$ cat src/rtl/mux8way_rr_collector_pkg.sv
// Shared types and the rotate-priority helper for the 8-way round-robin collector.
// Packet locking (MUX8WAY_PKT_LOCK_EN) uses lock_state_t from here.
package mux8way_pkg;

    localparam int WIDTH_DEFAULT = 16;
    localparam int NCH           = 8;

    typedef logic [15:0] word_t;
    typedef logic [2:0]  chsel_t;

    typedef struct packed {
        logic   found;
        chsel_t sel;
    } pick_t;

    typedef enum logic {
        ARB_OPEN,
        ARB_LOCKED
    } lock_state_t;

    // Scans from the highest offset down so the channel closest to ptr wins last.
    function automatic pick_t rr_pick(input logic [NCH-1:0] valid, input chsel_t ptr);
        pick_t  r;
        chsel_t idx;
        r.found = 1'b0;
        r.sel   = ptr;
        for (int k = NCH - 1; k >= 0; k--) begin
            idx = ptr + chsel_t'(k);
            if (valid[idx]) begin
                r.found = 1'b1;
                r.sel   = idx;
            end
        end
        return r;
    endfunction

endpackage

$ cat src/rtl/mux8way_rr_collector_if.sv
// Bundle of the eight input channels and the merged output stream.
// in_last/out_last exist only when MUX8WAY_PKT_LOCK_EN is defined.
interface mux8way_rr_collector_if import mux8way_pkg::*; #(
    parameter int WIDTH = WIDTH_DEFAULT
);

    logic [NCH-1:0]       in_valid;
    logic [NCH*WIDTH-1:0] in_data;
    logic [NCH-1:0]       in_ready;
    logic                 out_valid;
    logic [WIDTH-1:0]     out_data;
    chsel_t               out_sel;
    logic                 out_ready;
`ifdef MUX8WAY_PKT_LOCK_EN
    logic [NCH-1:0]       in_last;
    logic                 out_last;
`endif

    modport master (
        output in_valid, in_data, out_ready,
`ifdef MUX8WAY_PKT_LOCK_EN
        output in_last,
        input  out_last,
`endif
        input  in_ready, out_valid, out_data, out_sel
    );

    modport slave (
        input  in_valid, in_data, out_ready,
`ifdef MUX8WAY_PKT_LOCK_EN
        input  in_last,
        output out_last,
`endif
        output in_ready, out_valid, out_data, out_sel
    );

endinterface

$ cat src/rtl/mux8way_rr_collector_rr_arbiter8.sv
// Round-robin arbiter for eight requesters with its rotating pointer register.
// With MUX8WAY_PKT_LOCK_EN the grant sticks to one channel until its last word.
module rr_arbiter8 import mux8way_pkg::*; (
    input  logic           clk,
    input  logic           reset,
    input  logic [NCH-1:0] valid,
`ifdef MUX8WAY_PKT_LOCK_EN
    input  logic [NCH-1:0] last,
`endif
    input  logic           load,
    output logic [NCH-1:0] grant,
    output chsel_t         grant_sel
);

    chsel_t rr_ptr, rr_ptr_nxt;
    pick_t  pick;
`ifdef MUX8WAY_PKT_LOCK_EN
    lock_state_t state, state_nxt;
    chsel_t      lock_ch, lock_ch_nxt;
`endif

    always_ff @(posedge clk or posedge reset) begin
        if (reset) begin
            rr_ptr  <= '0;
`ifdef MUX8WAY_PKT_LOCK_EN
            state   <= ARB_OPEN;
            lock_ch <= '0;
`endif
        end else begin
            rr_ptr  <= rr_ptr_nxt;
`ifdef MUX8WAY_PKT_LOCK_EN
            state   <= state_nxt;
            lock_ch <= lock_ch_nxt;
`endif
        end
    end

    // The pointer only moves past a channel once its packet has finished.
    always_comb begin
        rr_ptr_nxt = rr_ptr;
`ifdef MUX8WAY_PKT_LOCK_EN
        state_nxt   = state;
        lock_ch_nxt = lock_ch;
`endif
        if (|grant) begin
`ifdef MUX8WAY_PKT_LOCK_EN
            if (last[grant_sel]) begin
                rr_ptr_nxt = grant_sel + 3'd1;
                state_nxt  = ARB_OPEN;
            end else begin
                state_nxt   = ARB_LOCKED;
                lock_ch_nxt = grant_sel;
            end
`else
            rr_ptr_nxt = grant_sel + 3'd1;
`endif
        end
    end

    always_comb begin
        pick = rr_pick(valid, rr_ptr);
`ifdef MUX8WAY_PKT_LOCK_EN
        if (state == ARB_LOCKED) begin
            pick.found = valid[lock_ch];
            pick.sel   = lock_ch;
        end
`endif
        grant_sel = pick.sel;
        grant     = '0;
        if (pick.found && load) begin
            grant[pick.sel] = 1'b1;
        end
    end

endmodule

$ cat src/rtl/mux8way_rr_collector.sv
// 8-to-1 round-robin stream merger with one registered output stage tagged by source.
// Define MUX8WAY_PKT_LOCK_EN to keep multi-word packets contiguous (in_last/out_last).
module mux8way_rr_collector import mux8way_pkg::*; #(
    parameter int WIDTH = WIDTH_DEFAULT
) (
    input logic                   clk,
    input logic                   reset,
    mux8way_rr_collector_if.slave bus
);

    logic             out_valid_q;
    logic [WIDTH-1:0] out_data_q;
    chsel_t           out_sel_q;
    logic             load;
    logic [NCH-1:0]   grant;
    chsel_t           grant_sel;
`ifdef MUX8WAY_PKT_LOCK_EN
    logic             out_last_q;
`endif

    // Refill is allowed in the same cycle the held word drains.
    assign load = !out_valid_q || bus.out_ready;

    rr_arbiter8 u_arb (
        .clk       (clk),
        .reset     (reset),
        .valid     (bus.in_valid),
`ifdef MUX8WAY_PKT_LOCK_EN
        .last      (bus.in_last),
`endif
        .load      (load),
        .grant     (grant),
        .grant_sel (grant_sel)
    );

    assign bus.in_ready  = reset ? '0 : grant;
    assign bus.out_valid = out_valid_q;
    assign bus.out_data  = out_data_q;
    assign bus.out_sel   = out_sel_q;
`ifdef MUX8WAY_PKT_LOCK_EN
    assign bus.out_last  = out_last_q;
`endif

    // Data and tag hold their last values after a drain; only valid drops.
    always_ff @(posedge clk or posedge reset) begin
        if (reset) begin
            out_valid_q <= 1'b0;
            out_data_q  <= '0;
            out_sel_q   <= '0;
`ifdef MUX8WAY_PKT_LOCK_EN
            out_last_q  <= 1'b0;
`endif
        end else if (load) begin
            if (|grant) begin
                out_valid_q <= 1'b1;
                out_data_q  <= bus.in_data[grant_sel*WIDTH +: WIDTH];
                out_sel_q   <= grant_sel;
`ifdef MUX8WAY_PKT_LOCK_EN
                out_last_q  <= bus.in_last[grant_sel];
`endif
            end else begin
                out_valid_q <= 1'b0;
            end
        end
    end

endmodule

$ cat src/flat_wrapper.sv
// flat-port wrapper written by rule: the top's interface ports become plain ports
module mux8way_rr_collector_flat import mux8way_pkg::*;
#(
    parameter int WIDTH = WIDTH_DEFAULT
)
  (clk, reset, bus_in_valid, bus_in_data, bus_out_ready, bus_in_ready, bus_out_valid, bus_out_data, bus_out_sel);
  mux8way_rr_collector_if #(.WIDTH(WIDTH)) bus_i ();
  input logic clk;
  input logic reset;
  input wire logic [$bits(bus_i.in_valid)-1:0] bus_in_valid;
  input wire logic [$bits(bus_i.in_data)-1:0] bus_in_data;
  input wire logic [$bits(bus_i.out_ready)-1:0] bus_out_ready;
  output wire logic [$bits(bus_i.in_ready)-1:0] bus_in_ready;
  output wire logic [$bits(bus_i.out_valid)-1:0] bus_out_valid;
  output wire logic [$bits(bus_i.out_data)-1:0] bus_out_data;
  output wire logic [$bits(bus_i.out_sel)-1:0] bus_out_sel;
  assign bus_i.in_valid = bus_in_valid;
  assign bus_i.in_data = bus_in_data;
  assign bus_i.out_ready = bus_out_ready;
  assign bus_in_ready = bus_i.in_ready;
  assign bus_out_valid = bus_i.out_valid;
  assign bus_out_data = bus_i.out_data;
  assign bus_out_sel = bus_i.out_sel;
  mux8way_rr_collector #(.WIDTH(WIDTH)) u_core (.clk(clk), .reset(reset), .bus(bus_i));
endmodule
$ cat config.mk
export PLATFORM = sky130hd
export DESIGN_NAME = mux8way_rr_collector_flat
export DESIGN_NICKNAME = d
export VERILOG_FILES = /design/src/rtl/mux8way_rr_collector_pkg.sv /design/src/rtl/mux8way_rr_collector_if.sv /design/src/rtl/mux8way_rr_collector_rr_arbiter8.sv /design/src/rtl/mux8way_rr_collector.sv /design/src/flat_wrapper.sv
export SDC_FILE = /design/constraint.sdc
export NUM_CORES = 1
export LEC_CHECK = 0
export CAP_MARGIN = 15
export CORE_MARGIN = 2
export CORE_UTILIZATION = 42
export CTS_CLUSTER_SIZE = 12
export DETAILED_ROUTE_END_ITERATION = 7
export PLACE_DENSITY_LB_ADDON = 0.3
export SYNTH_ARGS = -nofsm -noshare
export SYNTH_HDL_FRONTEND = slang
export SYNTH_SLANG_ARGS = --single-unit
$ cat constraint.sdc
create_clock -name clk -period 6.5 [get_ports clk]
set_input_delay 1.3 -clock clk [delete_from_list [all_inputs] [get_ports clk]]
set_output_delay 1.3 -clock clk [all_outputs]
set_load 0.1 [all_outputs]
==> key figures <==
Routing
  • Vias: around 3100
  • 1st-iter DRT viols: 279
  • WL final: 9576 microns
  • Residual DRC: 0
  • Routed WL per cell: 17.44 microns
  • DR pass1 iterations: 4
  • Via/cell ratio: roughly 5.7
  • Routed Antenna Nets: 0

Timing
  • Max transition margin: 0.2966
  • Period Utilization, post-route: 0.8665
  • Hold Vio Cnt, Final: 0
  • Final Skew: between 7 and 8 ps
  • Unrepaired setup endpoints after global routing: no
  • Final Max Tran Viols: 0
  • Setup Viol. Count Final: 0
  • Shortest period the worst path allows: roughly 5600 ps
  • FMAX: roughly 180 MHz
  • Pin slew with the least headroom to its limit: 1052 ps

Floorplan
  • Die Y: about 87 microns
  • Initial Util: 0.4281
  • Boundary pin count: 167
  • Die Area: 7526 sq um
  • Die width: 86.76 microns
  • Core ar.: 6719 sq um
  • Row count: 30

Clock tree
  • Clk slew on worst S/H paths: about 80 ps
  • Clock tree buffer depth: 2
  • Post-CTS Resized: 0
  • Hold Buf Count CTS: 0
  • Post-CTS Setup Inserts: 0
  • CTS HTree Levels: 1
  • Clock Sinks: 23
  • Number of buffers created by CTS: 3
  • Clock root buffer: clkbuf_8
  • CTS tree: built
  • Clock Latency Late Sink: around 280 ps

Layout
  • Area of the multi-input gates: 2110 sq um
  • Area growth, synth to finish: 60.81%
  • Post-route insts no fill: 549
  • Antenna cell count: 0
  • Flip-flop and latch area: approximately 580 sq um
  • Most frequent cells in the layout: clkdlybuf4s50_1 (158), nand2_1 (64), dfrtp_1 (23)
  • Fillers: 562
  • Layout cells sized above 1: 0.1279
  • Final #Nets: 611
  • Commonest non-fill, non-tap cell in the layout: clkdlybuf4s50_1

Global route
  • Number of global-route vias before repair: 3054
  • Antenna violations before repair: 0
  • Pin count of the biggest net entering global routing: 65
  • First-pass GRT wire length: 15030 microns
  • Gr usage total: 0.2512
  • GRT overflow: 0

Placement
  • PortBufs: 166
  • Post-DP HPWL: ~7700 microns
  • Final Wtd Congestion: 0.8816
  • Dpl cells: 544

Worst setup path
  • Critical path required time: 5200 ps
  • Worst-path fanout max: 19
  • Data arrival time of the worst path: 4330 ps
  • CP Class: input port to output pin
  • Worst Setup End Kind: output pin
  • Startpoint class of the critical path: input port

Synth
  • Syn avg cell area: 9.017 sq um
  • Post-synth cell types: 51
  • Seq/Total Area, Yosys: 0.2001
  • Yosys warning total: 0
  • Yosys reg bits: 23
  • Fraction of registers with async set/reset: 1.000
  • Post-synth EDFFs: 0
  • Primary FF master, synth: dfrtp_1
  • Synth Cell Area: around 2900 sq um
  • Mapped Cells: roughly 320
  • Post-Syn Nets: 460

Job
  • MaxCap Viol Count: 0

Outcome
  • Outcome: finished, final reports clean

Hold path
  • Hold WC Path Type: flop to flop
critical path: stages:
cell and delay (ps):
clkdlybuf4s50_1 470, mux4_2 620, mux2_2 320, o31a_1 320, or3_1 350, nand2_2 330
nand2_1 180, nor2_1 230, buf_12 200
per-layer routing:
metal,share of wire,track usage,up-vias
met5,0,0,-
met4,0.013,0.05540,0
met3,0.070,0.03905,10
met2,0.51,0.4308,158
met1,0.41,0.3345,1442
li1,-,-,1519
registers in the layout, indices dropped and copies added, names as in the netlist:
| name | count |
|---|---|
| u_core.bus.out_sel | 3 |
| u_core.bus.out_valid | 1 |
| u_core.u_arb.rr_ptr | 3 |
| u_core.bus.out_data | 16 |
per-stage QoR:
step | util | setup TNS, ps | setup slack [ps] | hold WS [ps] | cell area [sq um]
final | 0.6885 | 0 | 867.5 | 479.6 | 4626
after global routing | 0.6885 | 0 | 646.3 | 508.2 | 4626
after CTS | 0.6873 | 0 | 890.4 | 485.4 | 4618
after detailed placement | 0.6804 | 0 | 891.0 | 465.0 | 4572
after global placement | 0.6804 | 0 | 957.1 | 460.1 | 4572
after floorplan | - | -428.1 | -214.1 | 754.5 | 2877
cell usage after synthesis (2+ instances only):
| cell type | count | area (sq um) |
|---|---|---|
| a21oi_1 | 5 | 25.02 |
| or3_1 | 2 | 12.51 |
| nand2b_1 | 2 | 12.51 |
| xnor2_1 | 4 | 35.03 |
| nor2_1 | 16 | 60.06 |
| o22ai_1 | 16 | 100.1 |
| o21ai_0 | 7 | 35.03 |
| mux2_4 | 15 | 225.2 |
| dfrtp_1 | 23 | 575.6 |
| clkbuf_1 | 9 | 33.78 |
| nor3_1 | 6 | 30.03 |
| mux2_2 | 14 | 157.7 |
| mux2_1 | 11 | 123.9 |
| mux2i_1 | 22 | 220.2 |
| and3_1 | 2 | 12.51 |
| o31ai_1 | 17 | 127.6 |
| xor2_1 | 3 | 26.28 |
| a32o_1 | 16 | 160.2 |
| buf_2 | 3 | 15.01 |
| ha_1 | 2 | 25.02 |
| and2_1 | 2 | 12.51 |
| a311oi_1 | 2 | 17.52 |
| o311ai_0 | 2 | 17.52 |
| inv_1 | 8 | 30.03 |
| nand2_1 | 64 | 240.2 |
| mux4_2 | 11 | 247.7 |
| nor4_1 | 3 | 18.77 |
| buf_6 | 9 | 101.4 |
cells by family after synthesis:
kind of cell	synth area share
DFF	0.2001
xor gates and xnor gates	0.02131
muxes	0.3388
and+or+nand+nor	0.1592
adders and majority gates	0.008698
buffers and inverters	0.06655
AOI/OAI and AO/OA	0.2053
area by class of cell:
class / count / share of cell area
clock buffers: 3 / 0.008926
clock inverters: 1 / 0.001082
inverters: 8 / 0.006492
multi-input cells: 265 / 0.4560
flip-flops and latches: 23 / 0.1244
well taps: 80 / 0.02164
repair buffers: 169 / 0.3814
path summary, 6_finish.rpt:
check                                             start                      end  slack, ps  cells past startpoint
max in group asynchronous                         reset   u_core.u_arb.rr_ptr[0]       4380                      2
worst min register to register  u_core.bus.out_data[14]  u_core.bus.out_data[14]        480                      2
min in group asynchronous                         reset   u_core.bus.out_data[3]       1570                      2
worst max-delay path                    bus_in_valid[5]          bus_in_ready[3]        870                      9
worst max register to register   u_core.u_arb.rr_ptr[1]   u_core.bus.out_data[9]       1950                     12
worst min-delay path            u_core.bus.out_data[14]  u_core.bus.out_data[14]        480                      2
Power is not shown: default switching activity piles up to over one toggle a cycle in this logic, so the estimate is an artifact.
==> RTL edit: new RTL, config.mk and constraints unchanged <==
`WIDTH_DEFAULT`: 16 -> 32.
--- a/src/rtl/mux8way_rr_collector_pkg.sv
+++ b/src/rtl/mux8way_rr_collector_pkg.sv
@@ -3,5 +3,5 @@
 package mux8way_pkg;
 
-    localparam int WIDTH_DEFAULT = 16;
+    localparam int WIDTH_DEFAULT = 32;
     localparam int NCH           = 8;
 
Interface: changed (resized bus_in_data and bus_out_data); port bits go from 167 to 311. The function was not compared with the original's and may differ.
==> RTL edit against the unedited design <==
Hold slack improved by 0.0036 ns. Clock skew grew 0.0022 ns. Area after synthesis up 57%. Sequential share of layout area is 0.051 points higher. Count of clock-buffer cells in the layout is 4 higher. Highest routed layer unchanged. Routed wire length rose by 82%. Sequential cell count up 16. Final area grew 69%. Setup slack got worse by 0.35 ns. Via count increased by 57%. Global-route usage is 3.8 points higher. Synthesized cell count grew 36%. Die area increased by 54%. Critical endpoint is now bus_in_ready[5].
Power is left out: the tool's default activity adds up to more than one toggle a clock period on the data nets, which glitch-free logic cannot reach.
==> RTL edit: results <==
group,metric,value,unit
global_routing,grt_pass1_vias,5156,
logic_synthesis,synth_commonest_cells,"76 x mux2i_1, 46 x nand2_1, 41 x mux2_2, 41 x mux4_2",
worst_setup_path,crit_path_max_incr_delay,0.80,ns
sta,hold_ws,0.483,ns
final_layout,largest_reg_flops,32,
detailed_routing,drtIter0Drc,370,
hold_path,whs_endpoint,"u_core.bus.out_sel[1]",
logic_synthesis,synth.net_count,703,
placed_design,port_buffers,310,
global_routing,globalRouteMet1Util,0.324,
logic_synthesis,seq_area_frac_synth,0.216,
global_routing,grt_usage,0.289,
placed_design,dp_slack,0.689,ns
detailed_routing,wl_met2,9.52,mm
worst_setup_path,reg2reg_slack,1.57,ns
global_routing,grt_max_degree,87,
worst_setup_path,worstSetupEndpoint,"bus_in_ready[5]",
placed_design,hpwl,14.0,mm
global_routing,grt_pass1_wl,26.3,mm
logic_synthesis,synth_edf_count,0,
final_layout,drive_gt1_frac,0.163,
hold_path,hp-start,"u_core.bus.out_sel[1]",
worst_setup_path,slowest_stage,"dfrtp_1",
sta,timing.fmax,167,MHz
worst_setup_path,worst_ep_arrival_time,4.68,ns
clock_network,clock_path_buffers,2,
sta,finClkSkew,0.00944,ns
global_routing,met2_usage,0.548,
detailed_routing,wl,17.5,mm
hold_path,hold_depth,2,
global_routing,met3_usage,0.0654,
status,status,"finished, final reports clean",
logic_synthesis,async_reset_ff_frac,1.00,
final_layout,diodes,0,
detailed_routing,viasPerCell,5.77,
sta,tightest_slew,1.06,ns
worst_setup_path,crit_type,"reg2out",
hold_path,hold_path_class,"reg2reg",
clock_network,root_buffer,"clkbuf_8",
final_layout,fin_nets,985,
placed_design,gp_congestion,0.872,
logic_synthesis,yosys_warnings,0,
detailed_routing,wl_met3,1.32,mm
placed_design,place_area,0.00773,mm²
worst_setup_path,cp_max_fo,37,
logic_synthesis,ys_types,51,
clock_network,cts_made_buffers,5,
logic_synthesis,synth.area.top_cells,"dfrtp_1 22%, mux4_2 20%, mux2i_1 17%, mux2_2 10%, o211ai_1 5.5%",
detailed_routing,drt-met1-wl,6.25,mm
clock_network,htree_levels,2,
detailed_routing,firstDrtPassIters,5,
worst_setup_path,timing.rr.end,"u_core.bus.out_data[26]",
-- RTL edit: cell types whose count changed after synthesis, sizes merged, moves of 14 or more --
cell    delta
dfrtp     +16
o31ai     -17
nand3     +37
nand2     -19
mux2i     +54
mux4      +30
a32o      -16
o22ai     -14
o211ai    +34
-- RTL edit: area by class of cell --
cell class	count	area, µm²
fill	729	2610
timing repair buffer	316	3240
clock buffer	7	76.3
multi-input combinational	348	3320
tap	136	170
inverter	6	22.5
clock inverter	1	5.00
sequential	39	976
-- RTL edit: kinds of logic after synthesis --
family / after synthesis / synth area share
muxes: 158 / 0.474
and+or+nand+nor: 113 / 0.114
AOI/OAI and AO/OA: 70 / 0.119
buffers and inverters: 47 / 0.0619
DFF: 39 / 0.216
xor gates and xnor gates: 5 / 0.00967
adders and majority gates: 2 / 0.00553
-- RTL edit: per-stage QoR --
step	std cells	TNS (ns)
global placement	845	0
CTS	853	0
floorplan	434	-0.472
global route	853	0
finish	853	0
detailed placement	845	0
